### src/rtl/cdb_arbiter_pkg.sv
// cdb_arbiter_pkg
// Shared definitions for the common data bus arbiter: the broadcast source
// encoding, the default ROB index width, and the grant-selection helper.
// The grant helper is used by the top level.
package cdb_arbiter_pkg;

  // Origin of a CDB broadcast.
  typedef enum logic {
    CDB_SRC_ALU = 1'b0,
    CDB_SRC_LSB = 1'b1
  } cdb_src_e;

  // ROB index width used throughout the core.
  localparam int ROBSIZE = 4;

  // Picks the winning source.
  // When both sources are eligible, the winner is the source that did not win
  // last time. When only one source is eligible, that source wins.
  // The result only matters when at least one source is eligible.
  function automatic cdb_src_e pick_winner(input logic     alu_elig,
                                           input logic     lsb_elig,
                                           input cdb_src_e last_grant);
    if (alu_elig && lsb_elig)
      return (last_grant == CDB_SRC_ALU) ? CDB_SRC_LSB : CDB_SRC_ALU;
    else if (lsb_elig)
      return CDB_SRC_LSB;
    else
      return CDB_SRC_ALU;
  endfunction

endpackage

### src/rtl/cdb_arbiter_result_fifo.sv
// cdb_result_fifo
// A small synchronous FIFO that holds results which lost CDB arbitration.
// Push and pop may happen in the same cycle.
// Flush empties the queue; the stored data is left untouched.
// Ports:
//   clk, rst : clock and asynchronous active-high reset
//   push     : write din at the tail (caller guarantees count < DEPTH)
//   pop      : drop the head entry (caller guarantees count > 0)
//   flush    : discard all entries; takes priority over push and pop
//   din      : data to push
//   head     : oldest entry (meaningful when count > 0)
//   count    : number of valid entries, 0..DEPTH
module cdb_result_fifo
  import cdb_arbiter_pkg::*;
#(
  parameter int DEPTH = 2,
  parameter int W     = 36
) (
  input  logic                       clk,
  input  logic                       rst,
  input  logic                       push,
  input  logic                       pop,
  input  logic                       flush,
  input  logic [W-1:0]               din,
  output logic [W-1:0]               head,
  output logic [$clog2(DEPTH+1)-1:0] count
);

  localparam int PTR_W = $clog2(DEPTH);
  localparam int CNT_W = $clog2(DEPTH+1);

  logic [W-1:0]     mem [DEPTH];
  logic [PTR_W-1:0] wr_ptr;
  logic [PTR_W-1:0] rd_ptr;

  // DEPTH is a power of two, so the pointers wrap naturally modulo DEPTH.
  always_ff @(posedge clk or posedge rst) begin
    if (rst) begin
      wr_ptr <= '0;
      rd_ptr <= '0;
      count  <= '0;
    end else if (flush) begin
      wr_ptr <= '0;
      rd_ptr <= '0;
      count  <= '0;
    end else begin
      if (push) wr_ptr <= wr_ptr + PTR_W'(1);
      if (pop)  rd_ptr <= rd_ptr + PTR_W'(1);
      count <= count + CNT_W'(push) - CNT_W'(pop);
    end
  end

  // The storage array is not reset.
  // Entries are only read after a push has made them valid.
  always_ff @(posedge clk) begin
    if (push && !flush) mem[wr_ptr] <= din;
  end

  assign head = mem[rd_ptr];

endmodule

### src/rtl/cdb_arbiter.sv
// cdb_arbiter
// Shares the single common data bus between the ALU reservation station and
// the load/store buffer. At most one result is broadcast per cycle, and the
// CDB outputs are registered. A losing result waits in a per-source FIFO.
// An empty FIFO is bypassed, so an uncontested result appears on the CDB
// one cycle after its transfer.
// Ports:
//   clk, rst                          : clock, asynchronous active-high reset
//   rdy                               : global enable; when low, nothing changes
//   clear                             : flush pending results (only when rdy)
//   alu_valid/alu_rob_id/alu_value    : ALU result offer
//   alu_ready                         : ALU result accepted this cycle
//   lsb_valid/lsb_rob_id/lsb_value    : load/store result offer
//   lsb_ready                         : LSB result accepted this cycle
//   cdb_valid/cdb_rob_id/cdb_value    : registered broadcast
//   cdb_src                           : 0 = ALU, 1 = LSB
module cdb_arbiter
  import cdb_arbiter_pkg::*;
#(
  parameter int ROB_ID_W   = ROBSIZE,
  parameter int DATA_W     = 32,
  parameter int FIFO_DEPTH = 2
) (
  input  logic                clk,
  input  logic                rst,
  input  logic                rdy,
  input  logic                clear,
  input  logic                alu_valid,
  input  logic [ROB_ID_W-1:0] alu_rob_id,
  input  logic [DATA_W-1:0]   alu_value,
  output logic                alu_ready,
  input  logic                lsb_valid,
  input  logic [ROB_ID_W-1:0] lsb_rob_id,
  input  logic [DATA_W-1:0]   lsb_value,
  output logic                lsb_ready,
  output logic                cdb_valid,
  output logic [ROB_ID_W-1:0] cdb_rob_id,
  output logic [DATA_W-1:0]   cdb_value,
  output logic                cdb_src
);

  localparam int W     = ROB_ID_W + DATA_W;
  localparam int CNT_W = $clog2(FIFO_DEPTH+1);

  logic [CNT_W-1:0] alu_count, lsb_count;
  logic [W-1:0]     alu_head, lsb_head;
  logic             alu_xfer, lsb_xfer;
  logic             alu_nonempty, lsb_nonempty;
  logic             alu_elig, lsb_elig;
  logic             grant_en;
  cdb_src_e         winner;
  cdb_src_e         last_grant;
  logic             alu_win, lsb_win;
  logic             alu_push, lsb_push, alu_pop, lsb_pop, flush;
  logic [W-1:0]     alu_cand, lsb_cand, win_cand;

  // Ready depends only on the occupancy count, never on the grant.
  // This keeps the path from grant to ready free of combinational logic.
  assign alu_ready = rdy && !clear && (alu_count < CNT_W'(FIFO_DEPTH));
  assign lsb_ready = rdy && !clear && (lsb_count < CNT_W'(FIFO_DEPTH));
  assign alu_xfer  = alu_valid && alu_ready;
  assign lsb_xfer  = lsb_valid && lsb_ready;

  assign alu_nonempty = (alu_count != '0);
  assign lsb_nonempty = (lsb_count != '0);
  assign alu_elig     = alu_nonempty || alu_xfer;
  assign lsb_elig     = lsb_nonempty || lsb_xfer;

  // The queued head takes precedence.
  // An empty queue lets the incoming result go straight to the bus.
  assign alu_cand = alu_nonempty ? alu_head : {alu_rob_id, alu_value};
  assign lsb_cand = lsb_nonempty ? lsb_head : {lsb_rob_id, lsb_value};

  assign grant_en = rdy && !clear && (alu_elig || lsb_elig);
  assign winner   = pick_winner(alu_elig, lsb_elig, last_grant);
  assign alu_win  = grant_en && (winner == CDB_SRC_ALU);
  assign lsb_win  = grant_en && (winner == CDB_SRC_LSB);
  assign win_cand = (winner == CDB_SRC_LSB) ? lsb_cand : alu_cand;

  // A transfer is queued unless it won while its FIFO was empty.
  // In that case it bypasses the FIFO.
  assign alu_pop  = alu_win && alu_nonempty;
  assign lsb_pop  = lsb_win && lsb_nonempty;
  assign alu_push = alu_xfer && !(alu_win && !alu_nonempty);
  assign lsb_push = lsb_xfer && !(lsb_win && !lsb_nonempty);
  assign flush    = rdy && clear;

  cdb_result_fifo #(.DEPTH(FIFO_DEPTH), .W(W)) u_alu_fifo (
    .clk   (clk),
    .rst   (rst),
    .push  (alu_push),
    .pop   (alu_pop),
    .flush (flush),
    .din   ({alu_rob_id, alu_value}),
    .head  (alu_head),
    .count (alu_count)
  );

  cdb_result_fifo #(.DEPTH(FIFO_DEPTH), .W(W)) u_lsb_fifo (
    .clk   (clk),
    .rst   (rst),
    .push  (lsb_push),
    .pop   (lsb_pop),
    .flush (flush),
    .din   ({lsb_rob_id, lsb_value}),
    .head  (lsb_head),
    .count (lsb_count)
  );

  // When no source is eligible, only cdb_valid drops.
  // The other CDB fields keep their last values.
  always_ff @(posedge clk or posedge rst) begin
    if (rst) begin
      cdb_valid  <= 1'b0;
      cdb_rob_id <= '0;
      cdb_value  <= '0;
      cdb_src    <= 1'b0;
      last_grant <= CDB_SRC_LSB;
    end else if (rdy) begin
      if (clear) begin
        cdb_valid  <= 1'b0;
        last_grant <= CDB_SRC_LSB;
      end else if (grant_en) begin
        cdb_valid  <= 1'b1;
        cdb_rob_id <= win_cand[W-1:DATA_W];
        cdb_value  <= win_cand[DATA_W-1:0];
        cdb_src    <= winner;
        last_grant <= winner;
      end else begin
        cdb_valid <= 1'b0;
      end
    end
  end

endmodule

### config.mk
export PLATFORM = sky130hd
export DESIGN_NAME = cdb_arbiter
export DESIGN_NICKNAME = d
export VERILOG_FILES = /design/src/rtl/cdb_arbiter_pkg.sv /design/src/rtl/cdb_arbiter_result_fifo.sv /design/src/rtl/cdb_arbiter.sv
export SDC_FILE = /design/constraint.sdc
export NUM_CORES = 1
export LEC_CHECK = 0
export ABC_CLOCK_PERIOD_IN_PS = 4900
export CAP_MARGIN = 20
export CORE_MARGIN = 2
export CORE_UTILIZATION = 56
export DETAILED_ROUTE_END_ITERATION = 8
export PLACE_DENSITY = 0.83
export SETUP_SLACK_MARGIN = 0.4
export SKIP_CTS_REPAIR_TIMING = 1
export SLEW_MARGIN = 20
export SYNTH_ARGS = -nofsm -noshare
export SYNTH_HDL_FRONTEND = slang
export SYNTH_HIERARCHICAL = 1
export SYNTH_SLANG_ARGS = --single-unit
### constraint.sdc
create_clock -name clk -period 4.9 [get_ports clk]
set_input_delay 0.49 -clock clk [delete_from_list [all_inputs] [get_ports clk]]
set_output_delay 0.49 -clock clk [all_outputs]
set_load 0.05 [all_outputs]
== Yosys cells after proc, flatten, opt, wreduce, memory -nomap -nowiden ==
Memories as Yosys holds them, arrays and structs flattened.
Cells that the tools add are included.
Storage, ports and cells
  register bits after elaboration: 47
  latch bits: 0
  bits in writable memories: 144
  bits in read-only memories: 0
  output and inout bits: 40
  logic and storage cells: 85
  memories: 2
Operators by class
  add/subtract/negate cells: 8
  multipliers: 0
  div/mod/pow operators: 0
  order comparisons: 2
  eq/ne operators: 0
  shift-type cells: 0
  multiplexer cells: 24
  bitwise operators: 2
  reduce and logical (&&, ||, !) cells: 36
Memory list
  u_alu_fifo.mem: words 2, width 36, rd ports 1, clocked after Yosys merged registers in 0, write ports 1, RTL line cdb_arbiter_result_fifo.sv:32  | logic [W-1:0] mem [DEPTH];
  u_lsb_fifo.mem: words 2, width 36, rd ports 1, clocked after Yosys merged registers in 0, write ports 1, RTL line cdb_arbiter_result_fifo.sv:32
Operators by type and width (count)
  $mux 36: 3
  $mux 1: 19
  $logic_and 1x1->1: 18
  $reduce_bool 2->1: 7
  $logic_not 1->1: 6
  $add 1x1->1 const B: 4
  $add 2x1->2: 2
  $lt 2x2->1 const B: 2
  $mux 2: 2
  $sub 2x1->2: 2
  $logic_or 1x1->1: 3
  $reduce_and 3->1: 1
  $not 1->1: 2
  $reduce_and 2->1: 1

== Depth between registers and ports, before layout ==
Gate-level depths: netlist of run 1.
  depth after elaboration: 15
  mapped depth: 10
  mapped depth without buffers: 8

== Cells and area by module ==
Netlist of run 1, hierarchy kept.
Modules (own cells, without submodules)
  cdb_result_fifo: times used 2, cells each 130, area each 2957.8 um^2, seq. area each 2262.2 um^2
  cdb_arbiter: times used 1, cells each 322, area each 3163.0 um^2, seq. area each 977.2 um^2

== Worst setup path after synthesis of run 1 ==
No wires, ideal clock.
  kind: register -> register
  from: register u_lsb_fifo.count[1]
  to: memory u_lsb_fifo.mem[0][0], enable pin
  arrival: 4.563 ns
  data required time: 4.418 ns
  path slack: -0.145 ns
  cell stages (with the launch flop): 6
  path buffers: 2
  cell sequence: dfrtp_1 > buf_2 > buf_1 > nor2_1 > o311a_1 > nor3b_1
Between the ends
  longest elaborated chain between the ends: 13
RTL lines
  from (decl): RTL line cdb_arbiter_result_fifo.sv:26  | output logic [$clog2(DEPTH+1)-1:0] count
  from (signal assigned): RTL line cdb_arbiter_result_fifo.sv:49  | count <= count + CNT_W'(push) - CNT_W'(pop);
  $lt 2x2->1 (*): RTL line cdb_arbiter.sv:60  | assign lsb_ready = rdy && !clear && (lsb_count < CNT_W'(FIFO_DEPTH));
  $logic_and 1x1->1 (*): RTL line cdb_arbiter.sv:60
  via lsb_ready: RTL line cdb_arbiter.sv:35  | output logic lsb_ready,
  $logic_and 1x1->1 (*): RTL line cdb_arbiter.sv:62  | assign lsb_xfer = lsb_valid && lsb_ready;
  $logic_or 1x1->1: RTL line cdb_arbiter.sv:67  | assign lsb_elig = lsb_nonempty || lsb_xfer;
  $mux 1, or another cell as far along: RTL line cdb_arbiter_pkg.sv:25  | else if (lsb_elig)
  $mux 1 or $logic_and 1x1->1 (tied branches): RTL line cdb_arbiter_pkg.sv:23, cdb_arbiter.sv:74
  $logic_and 1x1->1: RTL line cdb_arbiter.sv:77  | assign lsb_win = grant_en && (winner == CDB_SRC_LSB);
  $logic_and 1x1->1: RTL line cdb_arbiter.sv:85  | assign lsb_push = lsb_xfer && !(lsb_win && !lsb_nonempty);
  $logic_not 1->1: RTL line cdb_arbiter.sv:85
  $logic_and 1x1->1 (*): RTL line cdb_arbiter.sv:85
  via lsb_push: RTL line cdb_arbiter.sv:54  | logic alu_push, lsb_push, alu_pop, lsb_pop, flush;
  $logic_and 1x1->1 (*): RTL line cdb_arbiter_result_fifo.sv:56  | if (push && !flush) mem[wr_ptr] <= din;
  $mux 1 (*): RTL line cdb_arbiter_result_fifo.sv:56
  $mux 1 (implied by the code) (*): RTL line cdb_arbiter_result_fifo.sv:56
  to (decl): RTL line cdb_arbiter_result_fifo.sv:32
The timed path passes the listed nets; every way through them passes the cells marked *.

== Worst setup path in the final report of run 1 ==
  from: register u_lsb_fifo.count[0]
  to: register u_alu_fifo.count[1]
RTL lines
  $lt 2x2->1: RTL line cdb_arbiter.sv:60
  $logic_and 1x1->1: RTL line cdb_arbiter.sv:60
  $logic_and 1x1->1: RTL line cdb_arbiter.sv:62
  $logic_or 1x1->1 (*): RTL line cdb_arbiter.sv:67
  $mux 1 or $logic_and 1x1->1 (tied branches): RTL line cdb_arbiter_pkg.sv:25, cdb_arbiter_pkg.sv:23
  $mux 1: RTL line cdb_arbiter_pkg.sv:23  | if (alu_elig && lsb_elig)
  $not 1->1: RTL line cdb_arbiter.sv:76  | assign alu_win = grant_en && (winner == CDB_SRC_ALU);
  $logic_and 1x1->1 (*): RTL line cdb_arbiter.sv:76
  $logic_and 1x1->1 (*): RTL line cdb_arbiter.sv:82  | assign alu_pop = alu_win && alu_nonempty;
  via alu_pop: RTL line cdb_arbiter.sv:54
  $sub 2x1->2 (*): RTL line cdb_arbiter_result_fifo.sv:49
  $mux 2 (*): RTL line cdb_arbiter_result_fifo.sv:42  | end else if (flush) begin
  to (signal assigned): RTL line cdb_arbiter_result_fifo.sv:49
  to (decl): RTL line cdb_arbiter_result_fifo.sv:26
Marked as above.
A chain may end at the register's enable or synchronous reset.

==> results of run 1 <==
==> logic make-up (layout without fill, tap and decap cells) <==
group | after synthesis | after routing | synth area share
flops | 191 | 191 | 0.606
compound gates | 118 | 118 | 0.127
mux | 108 | 108 | 0.153
buf+inv | 93 | 205 | 0.0551
simple gates | 62 | 62 | 0.0448
xor+xnor | 6 | 6 | 0.00882
fa+ha+maj | 4 | 4 | 0.00551
==> routing by layer <==
layer | GRT usage | part of all wire
met1 | 0.308 | 0.43
met2 | 0.376 | 0.49
met3 | 0.0467 | 0.057
met4 | 0.0954 | 0.025
met5 | 0 | 0
==> sequential cells by signal (all words and copies together), names as in the netlist <==
signal / cells
u_lsb_fifo/count: 2
u_alu_fifo/mem: 72
u_alu_fifo/rd_ptr: 1
cdb_value: 32
u_lsb_fifo/rd_ptr: 1
u_alu_fifo/count: 2
cdb_src: 1
last_grant: 1
u_alu_fifo/wr_ptr: 1
cdb_rob_id: 4
u_lsb_fifo/mem: 72
u_lsb_fifo/wr_ptr: 1
cdb_valid: 1
==> critical path: stages (launching register included) <==
cell and delay [ns]:
dfrtp_2 0.64, or3_1 0.51, a211o_2 0.74, nor2_1 0.33, ha_1 0.29, inv_1 0.06
ha_1 0.14, xnor3_1 0.21, nor2_1 0.10
==> how the worst min path moves through the flow <==
stage | cells past startpoint | startpoint | slack [ns] | end
finish | 2 | rst | 0.40 | u_lsb_fifo/rd_ptr
global route | 2 | rst | 0.41 | u_lsb_fifo/rd_ptr
CTS | 2 | rst | 0.37 | u_alu_fifo/count[0]
detailed placement | 1 | cdb_valid | 0.48 | cdb_valid
global placement | 1 | cdb_valid | 0.47 | cdb_valid
floorplan | 1 | rst | 0.26 | u_alu_fifo/count[0]
==> where the power goes <==
group	total (mW)	leakage [nW]	internal, mW	switching [mW]
clock	1.36	0.283	0.807	0.557
combinational	2.61	1.90	1.12	1.49
sequential	2.27	1.88	1.99	0.277
total	6.24	4.06	3.92	2.33
==> cell type report <==
| class | count | area share |
|---|---|---|
| Clock buffer | 26 | 0.0458 |
| Clock inverter | 6 | 0.00756 |
| Inverter | 46 | 0.0158 |
| Multi-Input combinational cell | 298 | 0.287 |
| Sequential cell | 191 | 0.504 |
| Tap cell | 216 | 0.0247 |
| Timing Repair Buffer | 127 | 0.115 |
==> cells in the final DEF (no fill, tap or decap), types with 2 or more instances in the layout <==
master / count
edfxtp_1: 144
clkdlybuf4s50_1: 117
mux2_4: 58
inv_1: 45
dfrtp_1: 42
mux2i_1: 36
nor3b_1: 36
o21a_1: 36
o2111ai_1: 36
o221ai_2: 29
clkbuf_16: 18
mux2_2: 14
nor2_1: 11
buf_4: 9
o221ai_1: 7
clkbuf_1: 6
o21ai_0: 5
xnor2_1: 4
ha_1: 4
clkinv_2: 3
dfrtp_2: 3
nor3_1: 2
bufinv_16: 2
clkbuf_8: 2
nor2b_1: 2
nor3b_4: 2
xnor3_1: 2
and3b_2: 2
==> impl_metrics.py, run 1 <==
metrics = {
    "status": {
        "status": "complete, no violations",
    },
    "global_routing": {
        "grt_use_total": 0.232,
        "grt_overflow": 0,
        "grt_pass1_vias": 5536,
        "grt_first_pass_wirelength_mm": 30.7,
        "grt_antenna_before_repair": 0,
        "grt_start_max_net_pins": 78,
    },
    "cells_and_area": {
        "fill_cells": 1087,
        "design_area_um2": 10900,
        "syn2layout_area_growth_pct": 20.4,
        "multi_input_comb_area_um2": 3130,
        "drive_gt1_frac": 0.219,
        "diodes": 0,
        "fin_util": 0.688,
        "fin_nets": 763,
        "final_cells": 910,
        "regArea_um2": 5510,
    },
    "synth": {
        "synth-seq-area-share": 0.606,
        "avgSynthCellArea_um2": 15.6,
        "syn-cell-area_um2": 9080,
        "synth_ff_type": "edfxtp_1",
        "synthCells": 582,
        "ys.warnings.count": 6,
        "synth_area_leader_cell": "edfxtp_1",
        "synth_nets": 664,
        "yosys-top-cells-area": "edfxtp_1, dfrtp_1, mux2_4",
        "synth-edff-count": 144,
        "yosys_register_bits": 191,
        "synth_cell_types": 35,
        "ys_top_cells_by_count": "edfxtp_1, mux2_4, dfrtp_1, inv_1, nor3b_1",
        "ys_async_sr_fraction": 0.246,
        "synth_top_area_share": 0.476,
        "yosysMostFrequentCell": "edfxtp_1",
    },
    "sta": {
        "skew_ns": 0.00804,
        "setup_viol": 0,
        "finalCriticalPeriod_ns": 3.12,
        "timing.hold.ws_ns": 0.403,
        "rsz0062_at_grt": "no",
        "period_share": 0.637,
        "setup_ws_ns": 1.78,
        "worst_slew_pin_slew_ns": 1.04,
        "final_hold_viol_count": 0,
        "slew_viol_final": 0,
        "fmax_mhz": 320,
        "tns_ns": 0,
        "max_slew_margin": 0.302,
    },
    "floorplan": {
        "coreArea_um2": 15900,
        "pin_count": 118,
        "core.rowCount": 46,
        "start_util": 0.572,
        "die_area_um2": 17200,
        "dieHeight_um": 131,
        "die_w_um": 131,
    },
    "clock_tree": {
        "cts-root-buf": "clkbuf_16",
        "clk_pin_slew_ns": 0.07,
        "htree_levels": 4,
        "clockBufferDepth": 2,
        "cts_tree": "yes",
        "clkSinkCount": 191,
        "clock_latency_ns": 0.43,
        "cts-buffers-inserted": 17,
    },
    "route": {
        "vias": 5422,
        "ant_nets": 0,
        "wl_per_cell_um": 21.5,
        "wirelength_mm": 19.6,
        "drc_errors": 0,
        "drt_pass1_iterations": 5,
        "viasPerCell": 5.96,
        "drt_iter0_drc": 421,
    },
    "worst_setup_path": {
        "endpoint": "u_alu_fifo/count[1]",
        "reg2reg_slack_ns": 1.78,
        "critPathKind": "reg -> reg",
        "crit_required_ns": 5.25,
        "cp-end-kind": "flip-flop",
        "worst-path-max-fanout": 39,
        "r2r-start": "u_lsb_fifo/count[0]",
        "cp.arrival_ns": 3.47,
        "r2r_cells": 8,
        "cp-start-kind": "flip-flop",
        "startpoint": "u_lsb_fifo/count[0]",
        "r2r-end": "u_alu_fifo/count[1]",
    },
    "placement": {
        "port_buffers": 117,
        "gp_congestion": 0.799,
        "pre_cts_ws_ns": 1.48,
        "place_hpwl_mm": 12.6,
        "place_area_um2": 10300,
        "placed_cells_incl_taps": 877,
    },
    "flow_run": {
        "drv_cap": 0,
    },
    "pwr": {
        "vdd_drop_max_mv": 0.304,
        "finalPower_mw": 6.24,
        "p_leak_nw": 4.06,
        "power_density_nw_per_um2": 571,
    },
    "hold_path": {
        "hold_path_class": "in -> async",
    },
}
(Power assumes the default switching activity.)
==> inputs of run 2 (changes only) <==
Settings changed: ABC_CLOCK_PERIOD_IN_PS 4900 to 2900.
Clock period 4.9 ns to 2.9 ns, I/O delays scaled along.
==> run 2 against run 1 <==
Effect of this change:
- clock skew up 0.0028 ns
- register-to-register slack worse by 1.2 ns
- sequential cell count stayed put
- first-iteration DRC count up 55%
- sequential share of layout area fell by 0.51 points
==> impl_metrics.py, run 2 (synthesis results as in run 1) <==
metrics = {
    "sta": {
        "period_share": 0.794,
        "worst_slew_pin_slew_ns": 0.908,
        "skew_ns": 0.0108,
        "rsz0062_at_grt": "no",
        "setup_ws_ns": 0.599,
        "final_hold_viol_count": 0,
        "finalCriticalPeriod_ns": 2.30,
        "fmax_mhz": 435,
        "slew_viol_final": 0,
        "setup_viol": 0,
        "tns_ns": 0,
        "max_slew_margin": 0.394,
    },
    "global_routing": {
        "use_met3": 0.0459,
        "gr-max-usage-layer": "met2",
        "grt_antenna_before_repair": 0,
        "use_met2": 0.404,
        "grt_overflow": 0,
        "grt_use_total": 0.241,
        "grt_first_pass_wirelength_mm": 31.9,
        "met1_usage": 0.316,
        "grt_pass1_vias": 5804,
        "grt_start_max_net_pins": 76,
    },
    "route": {
        "vias": 5528,
        "wl_per_cell_um": 22.3,
        "drt_pass1_iterations": 5,
        "drc_errors": 0,
        "viasPerCell": 6.03,
        "wirelength_mm": 20.4,
        "drt_iter0_drc": 651,
        "ant_nets": 0,
    },
    "clock_tree": {
        "clk_pin_slew_ns": 0.07,
        "htree_levels": 4,
        "clockBufferDepth": 2,
        "clock_latency_ns": 0.44,
        "clkSinkCount": 191,
        "cts_tree": "yes",
        "cts-root-buf": "clkbuf_16",
        "cts-buffers-inserted": 17,
    },
    "cells_and_area": {
        "reg_top3": "u_alu_fifo/mem (72), u_lsb_fifo/mem (72), cdb_value (32)",
        "fin_util": 0.695,
        "diodes": 0,
        "syn2layout_area_growth_pct": 21.6,
        "final_cell_mix": "edfxtp_1, clkdlybuf4s50_1, mux2_4",
        "drive_gt1_frac": 0.239,
        "fill_cells": 1037,
        "design_area_um2": 11000,
        "final_common_cell": "edfxtp_1",
        "fin_nets": 770,
    },
    "floorplan": {
        "die_w_um": 131,
        "die_area_um2": 17200,
        "core.rowCount": 46,
        "pin_count": 118,
        "coreArea_um2": 15900,
        "start_util": 0.572,
        "dieHeight_um": 131,
    },
    "pwr": {
        "p_leak_nw": 4.11,
        "power_density_nw_per_um2": 956,
        "vdd_drop_max_mv": 1.05,
    },
    "worst_setup_path": {
        "crit_chain": "buf_4 -> o311a_1 -> nor3b_4 -> buf_12",
        "cp-start-kind": "flip-flop",
        "crit_family": "buffers and inverters",
        "worst-path-max-fanout": 75,
        "critPathSlowestCell": "buf_4",
        "worstPathBufferInverterCount": 2,
        "max_stage_delay_ns": 0.67,
        "cp.arrival_ns": 2.43,
        "cp-end-kind": "flip-flop",
        "critPathKind": "reg -> reg",
        "crit_required_ns": 3.03,
    },
    "placement": {
        "place_hpwl_mm": 12.7,
        "port_buffers": 117,
        "gp_congestion": 0.837,
        "place_area_um2": 10500,
        "pre_cts_ws_ns": 0.398,
    },
    "flow_run": {
        "drv_cap": 0,
    },
    "hold_path": {
        "hold_path_class": "in -> async",
    },
    "status": {
        "status": "complete, no violations",
    },
}
==> run 2: cell count changes in the layout (fill, tap and decap cells not counted), sizes merged <==
cell / delta
bufinv: -1
clkbuf: -5
buf: +7
inv: +1
clkinv: +4
==> run 2: final cells by class <==
class,count,area [um^2],area share
inverter,46,173,0.0156
clock buffer,21,470,0.0426
timing repair buffer,134,1360,0.123
multi-input combinational,298,3170,0.287
tap,216,270,0.0245
sequential,191,5510,0.499
clock inverter,10,87.6,0.00794
==> run 2: final timing paths <==
kind	start	to	slack, ns	cells after the start
max in group asynchronous	rst	cdb_value[15]	1.86	2
min	rst	u_lsb_fifo/count[1]	0.15	2
max	u_lsb_fifo/count[1]	u_lsb_fifo/mem[0][5]	0.60	4
min reg2reg	cdb_valid	cdb_valid	0.50	1
min in group clk	alu_value[3]	u_alu_fifo/mem[1][3]	0.47	1
max reg2reg	u_lsb_fifo/count[1]	u_lsb_fifo/mem[0][5]	0.60	4
==> run 2: metal layers <==
| metal | share of wire | wire length (um) | up-vias |
|---|---|---|---|
| met5 | 0 | 0 | - |
| met4 | 0.023 | 460 | 0 |
| met1 | 0.42 | 8520 | 2804 |
| met2 | 0.51 | 10300 | 226 |
| li1 | - | - | 2463 |
| met3 | 0.054 | 1100 | 35 |
==> run 2: through the flow <==
| stage | total power [mW] | hold slack (ns) | instances |
|---|---|---|---|
| 2_1_floorplan | 7.22 | 0.0560 | 582 |
| 3_3_place_gp | 8.22 | 0.471 | 885 |
| 3_5_place_dp | 8.36 | 0.490 | 885 |
| 4_1_cts | 10.6 | 0.137 | 916 |
| 5_1_grt | 11.0 | 0.162 | 916 |
| 6_report | 10.5 | 0.150 | 916 |
==> run 2: where the power goes <==
part | switching (mW) | total, mW | leakage [nW] | internal (mW)
Combinational | 2.71 | 4.65 | 1.95 | 1.94
Clock | 0.949 | 2.19 | 0.276 | 1.24
Sequential | 0.348 | 3.71 | 1.88 | 3.37
Total | 4.01 | 10.5 | 4.11 | 6.54
==> inputs of run 3 (changes only) <==
Settings changed: ABC_CLOCK_PERIOD_IN_PS 2900 to 2200.
Clock period 2.9 ns to 2.2 ns, I/O delays scaled along.
==> run 3 against run 2 <==
Effect of this change:
- sequential power is 29% higher
- sequential cell count stayed put
- utilization rose by 4.3 points
- first-iteration DRC count shrank 4.1%
- final cell count is 3.8% higher
- via count increased by 3.2%
- global-route usage shrank 0.38 points
- combinational power grew 42%
- worst hold slack worse by 0.026 ns
- critical path type unchanged
==> impl_metrics.py, run 3 (synthesis results as in run 1) <==
metrics = {
    "status": {
        "status": "complete, no violations",
    },
    "route": {
        "viasPerCell": 6.00,
        "vias": 5703,
        "ant_nets": 0,
        "drt_iter0_drc": 624,
        "drt_pass1_iterations": 5,
        "wirelength_mm": 21.2,
        "wl_per_cell_um": 22.2,
        "drc_errors": 0,
    },
    "cells_and_area": {
        "final_cell_mix": "edfxtp_1, clkdlybuf4s50_1, mux2_4",
        "drive_gt1_frac": 0.294,
        "diodes": 0,
        "fin_nets": 804,
        "final_common_cell": "edfxtp_1",
        "regArea_um2": 5510,
        "multi_input_comb_area_um2": 3270,
        "reg_top3": "u_alu_fifo/mem (72), u_lsb_fifo/mem (72), cdb_value (32)",
        "syn2layout_area_growth_pct": 29.0,
        "final_cells": 951,
        "fill_cells": 939,
    },
    "global_routing": {
        "grt_pass1_vias": 5942,
        "grt_first_pass_wirelength_mm": 32.1,
        "grt_start_max_net_pins": 74,
        "grt_overflow": 0,
        "grt_use_total": 0.238,
        "grt_antenna_before_repair": 0,
    },
    "pwr": {
        "power_density_nw_per_um2": 1230,
        "combPwrFrac": 0.460,
        "p_seq_frac": 0.332,
        "vdd_drop_max_mv": 0.956,
        "p_switching_mw": 5.47,
        "p_leak_nw": 4.80,
        "switching_share": 0.381,
        "p_clk_frac": 0.208,
        "p_int_mw": 8.90,
    },
    "worst_setup_path": {
        "r2r_cells": 7,
        "cp-start-kind": "flip-flop",
        "r2r-end": "u_lsb_fifo/mem[0][27]",
        "r2r-start": "u_lsb_fifo/count[1]",
        "worst-path-max-fanout": 5,
        "cp.arrival_ns": 2.19,
        "cp-end-kind": "flip-flop",
        "crit_required_ns": 2.34,
        "reg2reg_slack_ns": 0.16,
        "critPathKind": "reg -> reg",
    },
    "floorplan": {
        "coreArea_um2": 15900,
        "dieHeight_um": 131,
        "pin_count": 118,
        "die_area_um2": 17200,
        "core.rowCount": 46,
        "start_util": 0.572,
        "die_w_um": 131,
    },
    "placement": {
        "place_hpwl_mm": 12.6,
        "gp_congestion": 0.836,
        "placed_cells_incl_taps": 902,
        "port_buffers": 117,
    },
    "sta": {
        "fmax_mhz": 489,
        "skew_ns": 0.00931,
        "final_hold_viol_count": 0,
        "finalCriticalPeriod_ns": 2.04,
        "slew_viol_final": 0,
        "period_share": 0.929,
        "max_slew_margin": 0.576,
        "timing.hold.ws_ns": 0.124,
        "rsz0062_at_grt": "yes",
        "setup_viol": 0,
        "worst_slew_pin_slew_ns": 0.636,
    },
    "clock_tree": {
        "clockBufferDepth": 2,
        "clk_pin_slew_ns": 0.06,
        "htree_levels": 4,
        "cts-buffers-inserted": 17,
        "clock_latency_ns": 0.43,
        "cts_tree": "yes",
        "clkSinkCount": 191,
        "cts-root-buf": "clkbuf_16",
    },
    "flow_run": {
        "drv_cap": 0,
    },
    "hold_path": {
        "hold_path_class": "in -> async",
    },
}
run 3: stage by stage:
stage | TNS (ns) | setup WS [ns] | utilization | instance area, um^2 | total power, mW
floorplan | -28.23 | -0.483 | - | 9180 | 9.59
CTS | -0.896 | -0.0300 | 0.709 | 11300 | 14.1
global placement | -6.84 | -0.127 | 0.673 | 10700 | 10.9
global route | 0 | 0.103 | 0.737 | 11700 | 15.0
detailed placement | -12.71 | -0.210 | 0.673 | 10700 | 11.1
finish | 0 | 0.155 | 0.737 | 11700 | 14.4
run 3: final cells by class:
type / count / share of cell area
sequential: 191 / 0.470
inverter: 46 / 0.0150
tap: 216 / 0.0231
clock inverter: 13 / 0.0119
multi-input combinational: 298 / 0.279
clock buffer: 19 / 0.0370
timing repair buffer: 168 / 0.164
run 3: worst max path at each step:
stage / from / to / slack [ns] / depth (start not counted)
6_report: u_lsb_fifo/count[1] / u_lsb_fifo/mem[0][27] / 0.16 / 7
5_1_grt: u_lsb_fifo/count[1] / u_lsb_fifo/mem[0][27] / 0.10 / 7
4_1_cts: u_lsb_fifo/count[0] / u_lsb_fifo/mem[0][23] / -0.03 / 6
3_5_place_dp: lsb_valid / u_lsb_fifo/mem[0][7] / -0.21 / 7
3_3_place_gp: lsb_valid / u_lsb_fifo/mem[0][6] / -0.13 / 7
2_1_floorplan: u_lsb_fifo/count[1] / u_lsb_fifo/mem[0][0] / -0.48 / 5
run 3: routing by layer:
layer  vias to the layer above  track usage  part of all wire
met5                         -            0                 0
met4                         0       0.0700             0.013
met3                        26       0.0490             0.057
met2                       229        0.386              0.51
met1                      2901        0.327              0.42
li1                       2547            -                 -
run 3: power groups by stage:
stage	Clock [mW]	Sequential (mW)	Combinational, mW
4_1_cts	3.03	4.78	6.33
2_1_floorplan	0	5.90	3.68
3_5_place_dp	0	4.84	6.28
5_1_grt	3.17	4.83	6.98
3_3_place_gp	0	4.83	6.11
6_report	2.99	4.77	6.61
run 3: worst max-delay path, cell delays in order, from the launching register on:
cell and delay [ns]:
dfrtp_2 0.41, or3_4 0.40, buf_6 0.13, nand3_4 0.07
o311a_4 0.22, nor3b_4 0.22, buf_6 0.16, clkbuf_16 0.15
